**src/rtl/reg_writeback_queue_pkg.sv**
```systemverilog
// Shared MIPS register-file definitions used by the writeback queue.
// Optional statistics counters are enabled with the REG_WB_STATS_EN macro.
package mips_pkg;

   localparam int DATA_W = 32;
   localparam int ADDR_W = 5;
   localparam logic [ADDR_W-1:0] ZERO_REG = 5'd0;

   typedef struct packed {
      logic [ADDR_W-1:0] idx;
      logic [DATA_W-1:0] data;
   } wb_req_t;

endpackage

```
**src/rtl/reg_writeback_queue_if.sv**
```systemverilog
// Producer-side write request handshake (valid/ready) into the writeback queue.
interface reg_writeback_queue_if #(
   parameter int ADDR_W = mips_pkg::ADDR_W,
   parameter int DATA_W = mips_pkg::DATA_W
);
   logic              in_valid;
   logic              in_ready;
   logic [ADDR_W-1:0] in_reg;
   logic [DATA_W-1:0] in_data;

   modport master (output in_valid, in_reg, in_data, input in_ready);
   modport slave  (input in_valid, in_reg, in_data, output in_ready);
endinterface

```
**src/rtl/reg_writeback_queue_wb_fifo.sv**
```systemverilog
// In-order request storage with wrap-around pointers and occupancy count;
// also presents every entry reordered youngest-first for the bypass search.
module wb_fifo
   import mips_pkg::*;
#(
   parameter int  DEPTH = 4,
   parameter type T     = wb_req_t,
   localparam int PW    = $clog2(DEPTH),
   localparam int CW    = PW + 1
) (
   input  logic             clk,
   input  logic             rst_n,
   input  logic             push,
   input  T                 push_data,
   input  logic             pop,
   output T                 head,
   output logic [CW-1:0]    count,
   output T [DEPTH-1:0]     ent_yf,
   output logic [DEPTH-1:0] vld_yf
);

   T [DEPTH-1:0]  mem;
   logic [PW-1:0] wr_ptr, rd_ptr;

   // Storage carries no reset; validity is tracked solely by count.
   always_ff @(posedge clk) begin
      if (push) mem[wr_ptr] <= push_data;
   end

   always_ff @(posedge clk or negedge rst_n) begin
      if (!rst_n) begin
         wr_ptr <= '0;
         rd_ptr <= '0;
         count  <= '0;
      end else begin
         if (push) wr_ptr <= wr_ptr + 1'b1;
         if (pop)  rd_ptr <= rd_ptr + 1'b1;
         count <= count + CW'(push) - CW'(pop);
      end
   end

   assign head = mem[rd_ptr];

   // Slot 0 is the most recently written entry; only the first count slots are live.
   for (genvar i = 0; i < DEPTH; i++) begin : g_yf
      assign ent_yf[i] = mem[wr_ptr - PW'(i + 1)];
      assign vld_yf[i] = (CW'(i) < count);
   end

endmodule

```
**src/rtl/reg_writeback_queue.sv**
```systemverilog
// Buffered register-file write initiator: queues result writes, retires one per
// cycle, and offers youngest-first bypass lookups. REG_WB_STATS_EN adds counters.
module reg_writeback_queue
   import mips_pkg::*;
#(
   parameter int  DEPTH  = 4,
   parameter int  DATA_W = mips_pkg::DATA_W,
   parameter int  ADDR_W = mips_pkg::ADDR_W,
   localparam int CW     = $clog2(DEPTH) + 1
) (
   input  logic                 clk,
   input  logic                 rst_n,
   reg_writeback_queue_if.slave in_if,
   input  logic                 wb_stall,
   output logic [ADDR_W-1:0]    write_reg,
   output logic [DATA_W-1:0]    write_data,
   output logic                 regWrite,
   input  logic [ADDR_W-1:0]    byp_reg1,
   input  logic [ADDR_W-1:0]    byp_reg2,
   output logic                 byp_hit1,
   output logic                 byp_hit2,
   output logic [DATA_W-1:0]    byp_data1,
   output logic [DATA_W-1:0]    byp_data2,
`ifdef REG_WB_STATS_EN
   output logic [31:0]          wr_commit_cnt,
   output logic [31:0]          wr_zero_drop_cnt,
`endif
   output logic [CW-1:0]        q_count
);

   localparam int NUM_LANES = 2;

   typedef struct packed {
      logic [ADDR_W-1:0] idx;
      logic [DATA_W-1:0] data;
   } req_t;

   logic              in_ready_q;
   logic              accept, push, pop, zero_drop;
   logic [CW-1:0]     cnt_nxt;
   req_t              push_req, head;
   req_t [DEPTH-1:0]  ent_yf;
   logic [DEPTH-1:0]  vld_yf;

   assign accept    = in_if.in_valid && in_ready_q;
   assign zero_drop = accept && (in_if.in_reg == ADDR_W'(ZERO_REG));
   assign push      = accept && !zero_drop;
   assign pop       = (q_count != '0) && !wb_stall;
   assign cnt_nxt   = q_count + CW'(push) - CW'(pop);
   assign push_req  = '{idx: in_if.in_reg, data: in_if.in_data};

   assign in_if.in_ready = in_ready_q;

   wb_fifo #(.DEPTH(DEPTH), .T(req_t)) u_fifo (
      .clk       (clk),
      .rst_n     (rst_n),
      .push      (push),
      .push_data (push_req),
      .pop       (pop),
      .head      (head),
      .count     (q_count),
      .ent_yf    (ent_yf),
      .vld_yf    (vld_yf)
   );

   // in_ready follows next-cycle occupancy, so a retire while full frees a slot one cycle later.
   always_ff @(posedge clk or negedge rst_n) begin
      if (!rst_n) begin
         in_ready_q <= 1'b0;
         regWrite   <= 1'b0;
         write_reg  <= '0;
         write_data <= '0;
      end else begin
         in_ready_q <= (cnt_nxt < CW'(DEPTH));
         regWrite   <= pop;
         if (pop) begin
            write_reg  <= head.idx;
            write_data <= head.data;
         end
      end
   end

   logic [NUM_LANES-1:0][ADDR_W-1:0] byp_reg;
   logic [NUM_LANES-1:0]             byp_hit;
   logic [NUM_LANES-1:0][DATA_W-1:0] byp_data;

   assign byp_reg = {byp_reg2, byp_reg1};

   // Later assignments win: output stage first, then queue oldest-to-youngest.
   for (genvar l = 0; l < NUM_LANES; l++) begin : g_byp
      logic              hit;
      logic [DATA_W-1:0] dat;

      always_comb begin
         hit = 1'b0;
         dat = '0;
         if (byp_reg[l] != ADDR_W'(ZERO_REG)) begin
            if (regWrite && (write_reg == byp_reg[l])) begin
               hit = 1'b1;
               dat = write_data;
            end
            for (int i = DEPTH - 1; i >= 0; i--) begin
               if (vld_yf[i] && (ent_yf[i].idx == byp_reg[l])) begin
                  hit = 1'b1;
                  dat = ent_yf[i].data;
               end
            end
         end
      end

      assign byp_hit[l]  = hit;
      assign byp_data[l] = dat;
   end

   assign byp_hit1  = byp_hit[0];
   assign byp_hit2  = byp_hit[1];
   assign byp_data1 = byp_data[0];
   assign byp_data2 = byp_data[1];

`ifdef REG_WB_STATS_EN
   always_ff @(posedge clk or negedge rst_n) begin
      if (!rst_n) begin
         wr_commit_cnt    <= '0;
         wr_zero_drop_cnt <= '0;
      end else begin
         if (pop)       wr_commit_cnt    <= wr_commit_cnt + 32'd1;
         if (zero_drop) wr_zero_drop_cnt <= wr_zero_drop_cnt + 32'd1;
      end
   end
`endif

endmodule

```
**src/flat_wrapper.sv**
```systemverilog
// flat-port wrapper written by rule: the top's interface ports become plain ports
module reg_writeback_queue_flat import mips_pkg::*;
#(
   parameter int  DEPTH  = 4,
   parameter int  DATA_W = mips_pkg::DATA_W,
   parameter int  ADDR_W = mips_pkg::ADDR_W,
   localparam int CW     = $clog2(DEPTH) + 1
)
  (clk, rst_n, wb_stall, write_reg, write_data, regWrite, byp_reg1, byp_reg2, byp_hit1, byp_hit2, byp_data1, byp_data2, q_count, in_if_in_valid, in_if_in_reg, in_if_in_data, in_if_in_ready);
  reg_writeback_queue_if #(.ADDR_W(ADDR_W), .DATA_W(DATA_W)) in_if_i ();
  input  logic clk;
  input  logic rst_n;
  input  logic wb_stall;
  output logic [ADDR_W-1:0] write_reg;
  output logic [DATA_W-1:0] write_data;
  output logic regWrite;
  input  logic [ADDR_W-1:0] byp_reg1;
  input  logic [ADDR_W-1:0] byp_reg2;
  output logic byp_hit1;
  output logic byp_hit2;
  output logic [DATA_W-1:0] byp_data1;
  output logic [DATA_W-1:0] byp_data2;
  output logic [CW-1:0] q_count;
  input wire logic [$bits(in_if_i.in_valid)-1:0] in_if_in_valid;
  input wire logic [$bits(in_if_i.in_reg)-1:0] in_if_in_reg;
  input wire logic [$bits(in_if_i.in_data)-1:0] in_if_in_data;
  output wire logic [$bits(in_if_i.in_ready)-1:0] in_if_in_ready;
  assign in_if_i.in_valid = in_if_in_valid;
  assign in_if_i.in_reg = in_if_in_reg;
  assign in_if_i.in_data = in_if_in_data;
  assign in_if_in_ready = in_if_i.in_ready;
  reg_writeback_queue #(.DEPTH(DEPTH), .DATA_W(DATA_W), .ADDR_W(ADDR_W)) u_core (.clk(clk), .rst_n(rst_n), .in_if(in_if_i), .wb_stall(wb_stall), .write_reg(write_reg), .write_data(write_data), .regWrite(regWrite), .byp_reg1(byp_reg1), .byp_reg2(byp_reg2), .byp_hit1(byp_hit1), .byp_hit2(byp_hit2), .byp_data1(byp_data1), .byp_data2(byp_data2), .q_count(q_count));
endmodule
```
**config.mk**
```make
export PLATFORM = sky130hd
export DESIGN_NAME = reg_writeback_queue_flat
export DESIGN_NICKNAME = d
export VERILOG_FILES = /design/src/rtl/reg_writeback_queue_pkg.sv /design/src/rtl/reg_writeback_queue_if.sv /design/src/rtl/reg_writeback_queue_wb_fifo.sv /design/src/rtl/reg_writeback_queue.sv /design/src/flat_wrapper.sv
export SDC_FILE = /design/constraint.sdc
export NUM_CORES = 1
export LEC_CHECK = 0
export CAP_MARGIN = 20
export CORE_MARGIN = 4
export CORE_UTILIZATION = 55
export CTS_BUF_LIST = sky130_fd_sc_hd__clkbuf_2 sky130_fd_sc_hd__clkbuf_4 sky130_fd_sc_hd__clkbuf_8
export DETAILED_ROUTE_END_ITERATION = 16
export GPL_ROUTABILITY_DRIVEN = 1
export GPL_TIMING_DRIVEN = 0
export MAX_ROUTING_LAYER = met4
export PLACE_DENSITY = 0.76
export SYNTH_ARGS = -nofsm -noshare
export SYNTH_HDL_FRONTEND = slang
export SYNTH_SLANG_ARGS = --single-unit
```
**constraint.sdc**
```tcl
create_clock -name clk -period 9.4 [get_ports clk]
set_clock_uncertainty 0.05 [all_clocks]
set_input_delay 2.82 -clock clk [delete_from_list [all_inputs] [get_ports clk]]
set_output_delay 2.82 -clock clk [all_outputs]
set_load 0.1 [all_outputs]
```
Word level (Yosys, flattened, before mapping)

Index checks and enable logic that the tools add are counted.

Output and inout bits: 108
Register bits after elaboration: 194
Logic and storage cells: 101
Input bits: 51

Equal/unequal tests: 10
Magnitude comparators: 11
Mux-type cells: 37
Reduce and logical (&&, ||, !) cells: 21
Add/sub/neg operators: 7

Operators by type and width:

| operator                                                                             | number |
|---|---|
| 32-bit two-way mux                                                                   | 12 |
| 37-bit binary-select mux with 2-bit select                                           | 5 |
| 37-bit two-way mux                                                                   | 6 |
| 148-bit bitwise mux                                                                  | 1 |
| 37-bit demux with 2-bit select                                                       | 1 |
| 5-bit == test                                                                        | 10 |
| 1-bit logical AND                                                                    | 15 |
| 2-bit by 3-bit less-than comparator with 1-bit output (second input constant)        | 5 |
| 1-bit two-way mux                                                                    | 12 |
| 5-bit nonzero test                                                                   | 2 |
| 1-bit by 3-bit less-than comparator with 1-bit output (first input constant)         | 2 |
| 2-bit by 3-bit less-than comparator with 1-bit output (first input constant)         | 2 |
| 5-bit zero test                                                                      | 1 |
| 2-bit by 1-bit adder with 2-bit output (second input constant)                       | 2 |
| 2-bit subtractor (second input constant)                                             | 2 |
| 3-bit by 1-bit adder with 3-bit output                                               | 1 |
| 3-bit less-than comparator (second input constant)                                   | 1 |
| 3-bit nonzero test                                                                   | 1 |
| 3-bit by 1-bit subtractor with 3-bit output                                          | 1 |
| 2-bit by 1-bit greater-or-equal comparator with 1-bit output (second input constant) | 1 |
| 1-bit zero test                                                                      | 2 |
| 2-bit by 1-bit subtractor with 2-bit output (second input constant)                  | 1 |

Depth between registers and ports, before layout

Depth in word-level cells: 9
Mapped depth: 15
Depth with buffers taken out: 9

By module

From an unflattened synthesis, not the netlist that was laid out.

Cell total of the unflattened synthesis: 1,117
Area total of the unflattened synthesis: 14,496.4 µm²

By module, submodules not included:

| module              | area each (µm²) | seq. area each (µm²) | instances | cells each |
|---|---|---|---|---|
| wb_fifo             | 9,322.7         | 4,619.4              | 1         | 412 |
| reg_writeback_queue | 5,173.7         | 975.9                | 1         | 705 |

Least setup slack after synthesis

No wires, ideal clock.

Path type: input port to output port
From: in byp_reg1[0]
To: out byp_data1[0]
Stages: 7
Arrival: 6.629 ns
Required time: 6.530 ns
Path buffers: 2
Setup slack: -0.099 ns
Cell sequence: clkbuf_1 -> xor2_1 -> nand3_1 -> a2111oi_4 -> buf_2 -> a221oi_2 -> o31ai_1

Cells in the longest elaborated chain, start to end: 8
Elaborated cells on any way between the ends: 17
Classes of those cells: eq/ne: 5; mux: 6; reduce/logical: 6

RTL lines:

| item                             | line                       | source |
|---|---|---|
| from (decl)                      | flat_wrapper.sv:17         | `input logic [ADDR_W-1:0] byp_reg1;` |
| 5-bit == test                    | reg_writeback_queue.sv:98  | `if (regWrite && (write_reg == byp_reg[l])) begin` |
| 1-bit logical AND                | reg_writeback_queue.sv:98  |  |
| 32-bit two-way mux               | reg_writeback_queue.sv:98  |  |
| 32-bit two-way mux (4 in series) | reg_writeback_queue.sv:103 | `if (vld_yf[i] && (ent_yf[i].idx == byp_reg[l])) begin` |
| 32-bit two-way mux (*)           | reg_writeback_queue.sv:97  | `if (byp_reg[l] != ADDR_W'(ZERO_REG)) begin` |
| to (decl)                        | flat_wrapper.sv:21         | `output logic [DATA_W-1:0] byp_data1;` |

Mark *: on every way between the ends. The rest lies on a longest branch, timed or not.

Worst setup path after layout

From: reg u_core.u_fifo.wr_ptr[1]
To: out byp_data2[19]

Cells in the longest elaborated chain, start to end: 9
Elaborated cells on any way between the ends: 24
Classes of those cells: add/sub: 3; eq/ne: 4; mux: 13; reduce/logical: 4

RTL lines:

| item                                                                             | line                                                          | source |
|---|---|---|
| from (decl)                                                                      | reg_writeback_queue_wb_fifo.sv:23                             | `logic [PW-1:0] wr_ptr, rd_ptr;` |
| from (signal assigned)                                                           | reg_writeback_queue_wb_fifo.sv:36                             | `if (push) wr_ptr <= wr_ptr + 1'b1;` |
| 2-bit subtractor or 37-bit binary-select mux with 2-bit select (tied branches)   | reg_writeback_queue_wb_fifo.sv:46                             | `assign ent_yf[i] = mem[wr_ptr - PW'(i + 1)];` |
| 37-bit binary-select mux with 2-bit select or 37-bit two-way mux (tied branches) | reg_writeback_queue_wb_fifo.sv:46                             |  |
| 37-bit two-way mux (implied by the code) or 5-bit == test (tied branches)        | reg_writeback_queue_wb_fifo.sv:46, reg_writeback_queue.sv:103 |  |
| 5-bit == test or 1-bit logical AND (tied branches)                               | reg_writeback_queue.sv:103                                    |  |
| 1-bit logical AND or 32-bit two-way mux (tied branches)                          | reg_writeback_queue.sv:103                                    |  |
| 32-bit two-way mux (2 in series)                                                 | reg_writeback_queue.sv:103                                    |  |
| 32-bit two-way mux (*)                                                           | reg_writeback_queue.sv:103                                    |  |
| 32-bit two-way mux (*)                                                           | reg_writeback_queue.sv:97                                     |  |
| to (decl)                                                                        | flat_wrapper.sv:22                                            | `output logic [DATA_W-1:0] byp_data2;` |

Mark *: on every way between the ends. The rest lies on a longest branch, timed or not. The select of a mux whose other input is x is not followed.

==> qor.csv <==
stage,metric,value,unit
run_status,status,completed,
synth,simple-gate share of the synthesized area,6.471,%
cts,clock sinks,194,
sta,RSZ-0062 raised after global routing,false,
critical_path,"critical path fanouts, max",19,
cts,clock transition at the registers of the reported paths,0.11,ns
layout,final instance area,16620,µm²
layout,multi-input logic area,8103,µm²
placed_design,placed inst area,16210,µm²
layout,Post-Layout Cell Count,1492,
synth,Post-synth EDFFs,148,
critical_path,Worst EP arrival,6.21,ns
layout,FF/Latch Area,5595,µm²
placed_design,count of input and output buffers,148,
critical_path,WP data required,6.53,ns
cts,Clock Latency Late Sink,0.50,ns
sta,Worst slew margin,28.19,%
sta,pin slew with the least headroom to its limit,1.074,ns
global_route,first-pass GRT wire length,66.29,mm
global_route,initial antenna violation count,1,
sta,number of setup violations in the final report,0,
layout,"Area growth, synth to finish",18.11,%
die,I/O pin count,159,
cts,root buffer cell,clkbuf_8,
die,Core ar.,25180,µm²
placed_design,Post-DP HPWL,30.60,mm
synth,Yosys reg bits,194,
cts,post-cts hold buffer count,0,
global_route,number of global-route vias before repair,10868,
drt,Routed WL per cell,29.40,µm
global_route,grt ovf,0,
hold_path,HP Class,reg -> reg,
synth,Mapped Cells,977,
layout,nets@finish,1208,
cts,CTS max path bufs,2,
sta,min Tclk post-route,9.075,ns
synth,Yosys Warn Count,0,
sta,period utilisation layout,96.54,%
die,Die Height,168.0,µm
drt,initial DRC count,1748,
synth,top_reg_cell synth,edfxtp_1,
layout,Largest register FFs,148,
global_route,GRT Overall Usage,32.05,%
sta,Highest Clock Rate,0.1102,GHz
drt,Post-Route WL,43.86,mm
critical_path,WS Path Type,reg -> out,
synth,"Net Count, Synth",1037,
synth,Adder-Cell Fraction of Synth Area,0.8533,%
synth,main combinational cell family by area after synthesis,multiplexers,
die,std cell rows,58,
die,Initial Util,55.90,%
placed_design,gpl congestion,0.9403,
synth,register area share after synthesis,39.75,%
drt,DRC,0,
drt,Vias,11019,
sta,fin. max-slew vios,0,
die,die area,28220,µm²
job,Max Cap Violations,0,
cts,CTS buffer count,17,
layout,share of post-route cells with drive strength above 1,35.75,%
sta,worst hold margin,0.5011,ns
synth,number of distinct library cells after synthesis,48,
synth,post-synthesis async set-or-reset flop share,23.71,%
synth,mux contribution to synthesized area,32.76,%
sta,final hold violation count,0,
placed_design,placed insts,1459,
sta,final setup TNS,0,ns
synth,synthesized area per cell,14.41,µm²
drt,Routed Antenna Nets,0,
cts,CTS tree,built,
die,die width,168.0,µm
critical_path,crit end category,primary output,
cts,Post-CTS Setup Repair Bufs,0,
drt,Vias/cell,7.385,
cts,htree depth,4,
critical_path,Worst setup SP type,flip-flop,
global_route,largest net degree at the start of global routing,47,
synth,compound-gate portion of the synthesized area,12.89,%
synth,post-synthesis xor/xnor area fraction,3.484,%
drt,DRT Pass-1 Iters,7,
synth,area of the mapped netlist,14080,µm²
layout,filler cell count,1860,
-- kinds of logic (layout without fill, tap and decap cells) --
| logic type | after synthesis | count (layout) |
|---|---|---|
| adder cells (fa/ha/maj) | 9 | 9 |
| AO/OA/AOI/OAI | 206 | 206 |
| other | 0 | 1 |
| XOR/XNOR | 56 | 56 |
| multiplexers | 226 | 226 |
| flip-flops | 194 | 194 |
| buffers and inverters | 114 | 298 |
| AND/OR/NAND/NOR | 172 | 172 |
-- cells in the final DEF, fill, tap and decap left out, drive strengths merged, types with 8 or more instances in the layout --
cell type	count
o31ai	62
and2	36
mux2	38
dlygate4sd2	24
nor2	69
a221oi	64
edfxtp	148
dfrtp	46
xnor2	30
nand2	8
clkbuf	63
ha	8
clkinv	8
clkdlybuf4s50	81
nor3	8
buf	65
a22oi	62
clkdlybuf4s15	41
mux4	184
nand2b	31
inv	14
xor2	26
-- critical path, stage by stage, from the launching register on --
cell	delay, ns
dfrtp_1	0.38
buf_2	0.22
buf_2	0.51
buf_2	0.43
inv_1	0.14
ha_1	0.40
buf_2	0.34
mux4_2	0.61
xor2_1	0.16
nor3_1	0.18
nand3_1	0.35
nor2_2	0.43
buf_2	0.32
a221oi_1	0.08
o31ai_1	0.49
clkdlybuf4s15_2	0.63
-- synthesized netlist by cell type (2+ instances only) --
cell	n	area, µm²
clkbuf_1	45	168.9
or3_1	2	12.51
o31ai_1	62	465.5
dfrtp_1	46	1151
nand3_1	5	25.02
xor2_1	26	227.7
and2_1	36	225.2
buf_1	16	60.06
inv_1	8	30.03
nand2_1	8	30.03
mux2_2	38	427.9
a22oi_1	62	465.5
xnor2_1	30	262.8
mux2i_1	4	40.04
nand4_1	4	25.02
nor2_2	2	12.51
nand2b_1	31	193.9
ha_1	8	100.1
buf_2	33	165.2
a221oi_1	35	306.5
nor3_2	2	20.02
nor3_1	6	30.03
o32ai_1	2	17.52
a221oi_2	29	435.4
nor4_1	2	12.51
nor2_1	67	251.5
a31oi_1	3	18.77
mux4_2	184	4144
buf_4	5	37.54
buf_6	6	67.56
edfxtp_1	148	4444
a21oi_1	5	25.02
or4_1	2	15.01
-- final cells by class --
class	instances	share of cell area [%]
inverter	9	0.2032
clock inverter	14	0.8881
tap	330	2.484
multi-input combinational	669	48.74
timing repair buffer	153	9.573
sequential	194	33.66
clock buffer	18	1.453
antenna	1	0.01505
buffer	104	2.988
-- final timing paths --
kind | startpoint | endpoint | slack [ns] | cells after the start
max | u_core.u_fifo.wr_ptr[1] | byp_data2[19] | 0.32 | 15
min | u_core.u_fifo.count[0] | u_core.u_fifo.count[0] | 0.50 | 1
max reg2reg | u_core.u_fifo.wr_ptr[1] | u_core.u_fifo.wr_ptr[1] | 5.15 | 11
min reg2reg | u_core.u_fifo.count[0] | u_core.u_fifo.count[0] | 0.50 | 1
max in group asynchronous | rst_n | u_core.u_fifo.rd_ptr[1] | 6.44 | 1
min in group asynchronous | rst_n | u_core.write_reg[3] | 2.34 | 1
-- metal layers --
metal	up-vias	wire length, µm	GRT usage (%)
li1	4465	-	-
met1	5484	15770	42.38
met2	901	21080	49.39
met3	169	5220	7.302
met4	0	1789	11.75
met5	-	0	-
-- stage by stage --
step / util [%] / setup WS [ns]
6_report: 66.02 / 0.3249
2_1_floorplan: - / 0.003586
3_5_place_dp: 64.35 / -0.3802
5_1_grt: 66.02 / 0.01866
3_3_place_gp: 64.00 / -0.2527
4_1_cts: 65.95 / 0.4320
-- repair_timing --
| action | CTS | global route |
|---|---|---|
| gates resized for setup | 176 | 2 |
| hold endpoints to repair | 0 | 0 |
| endpoints found under the setup margin | 66 | 1 |
Power is not shown: default switching activity piles up to over one toggle a cycle in this logic, so the estimate is an artifact.
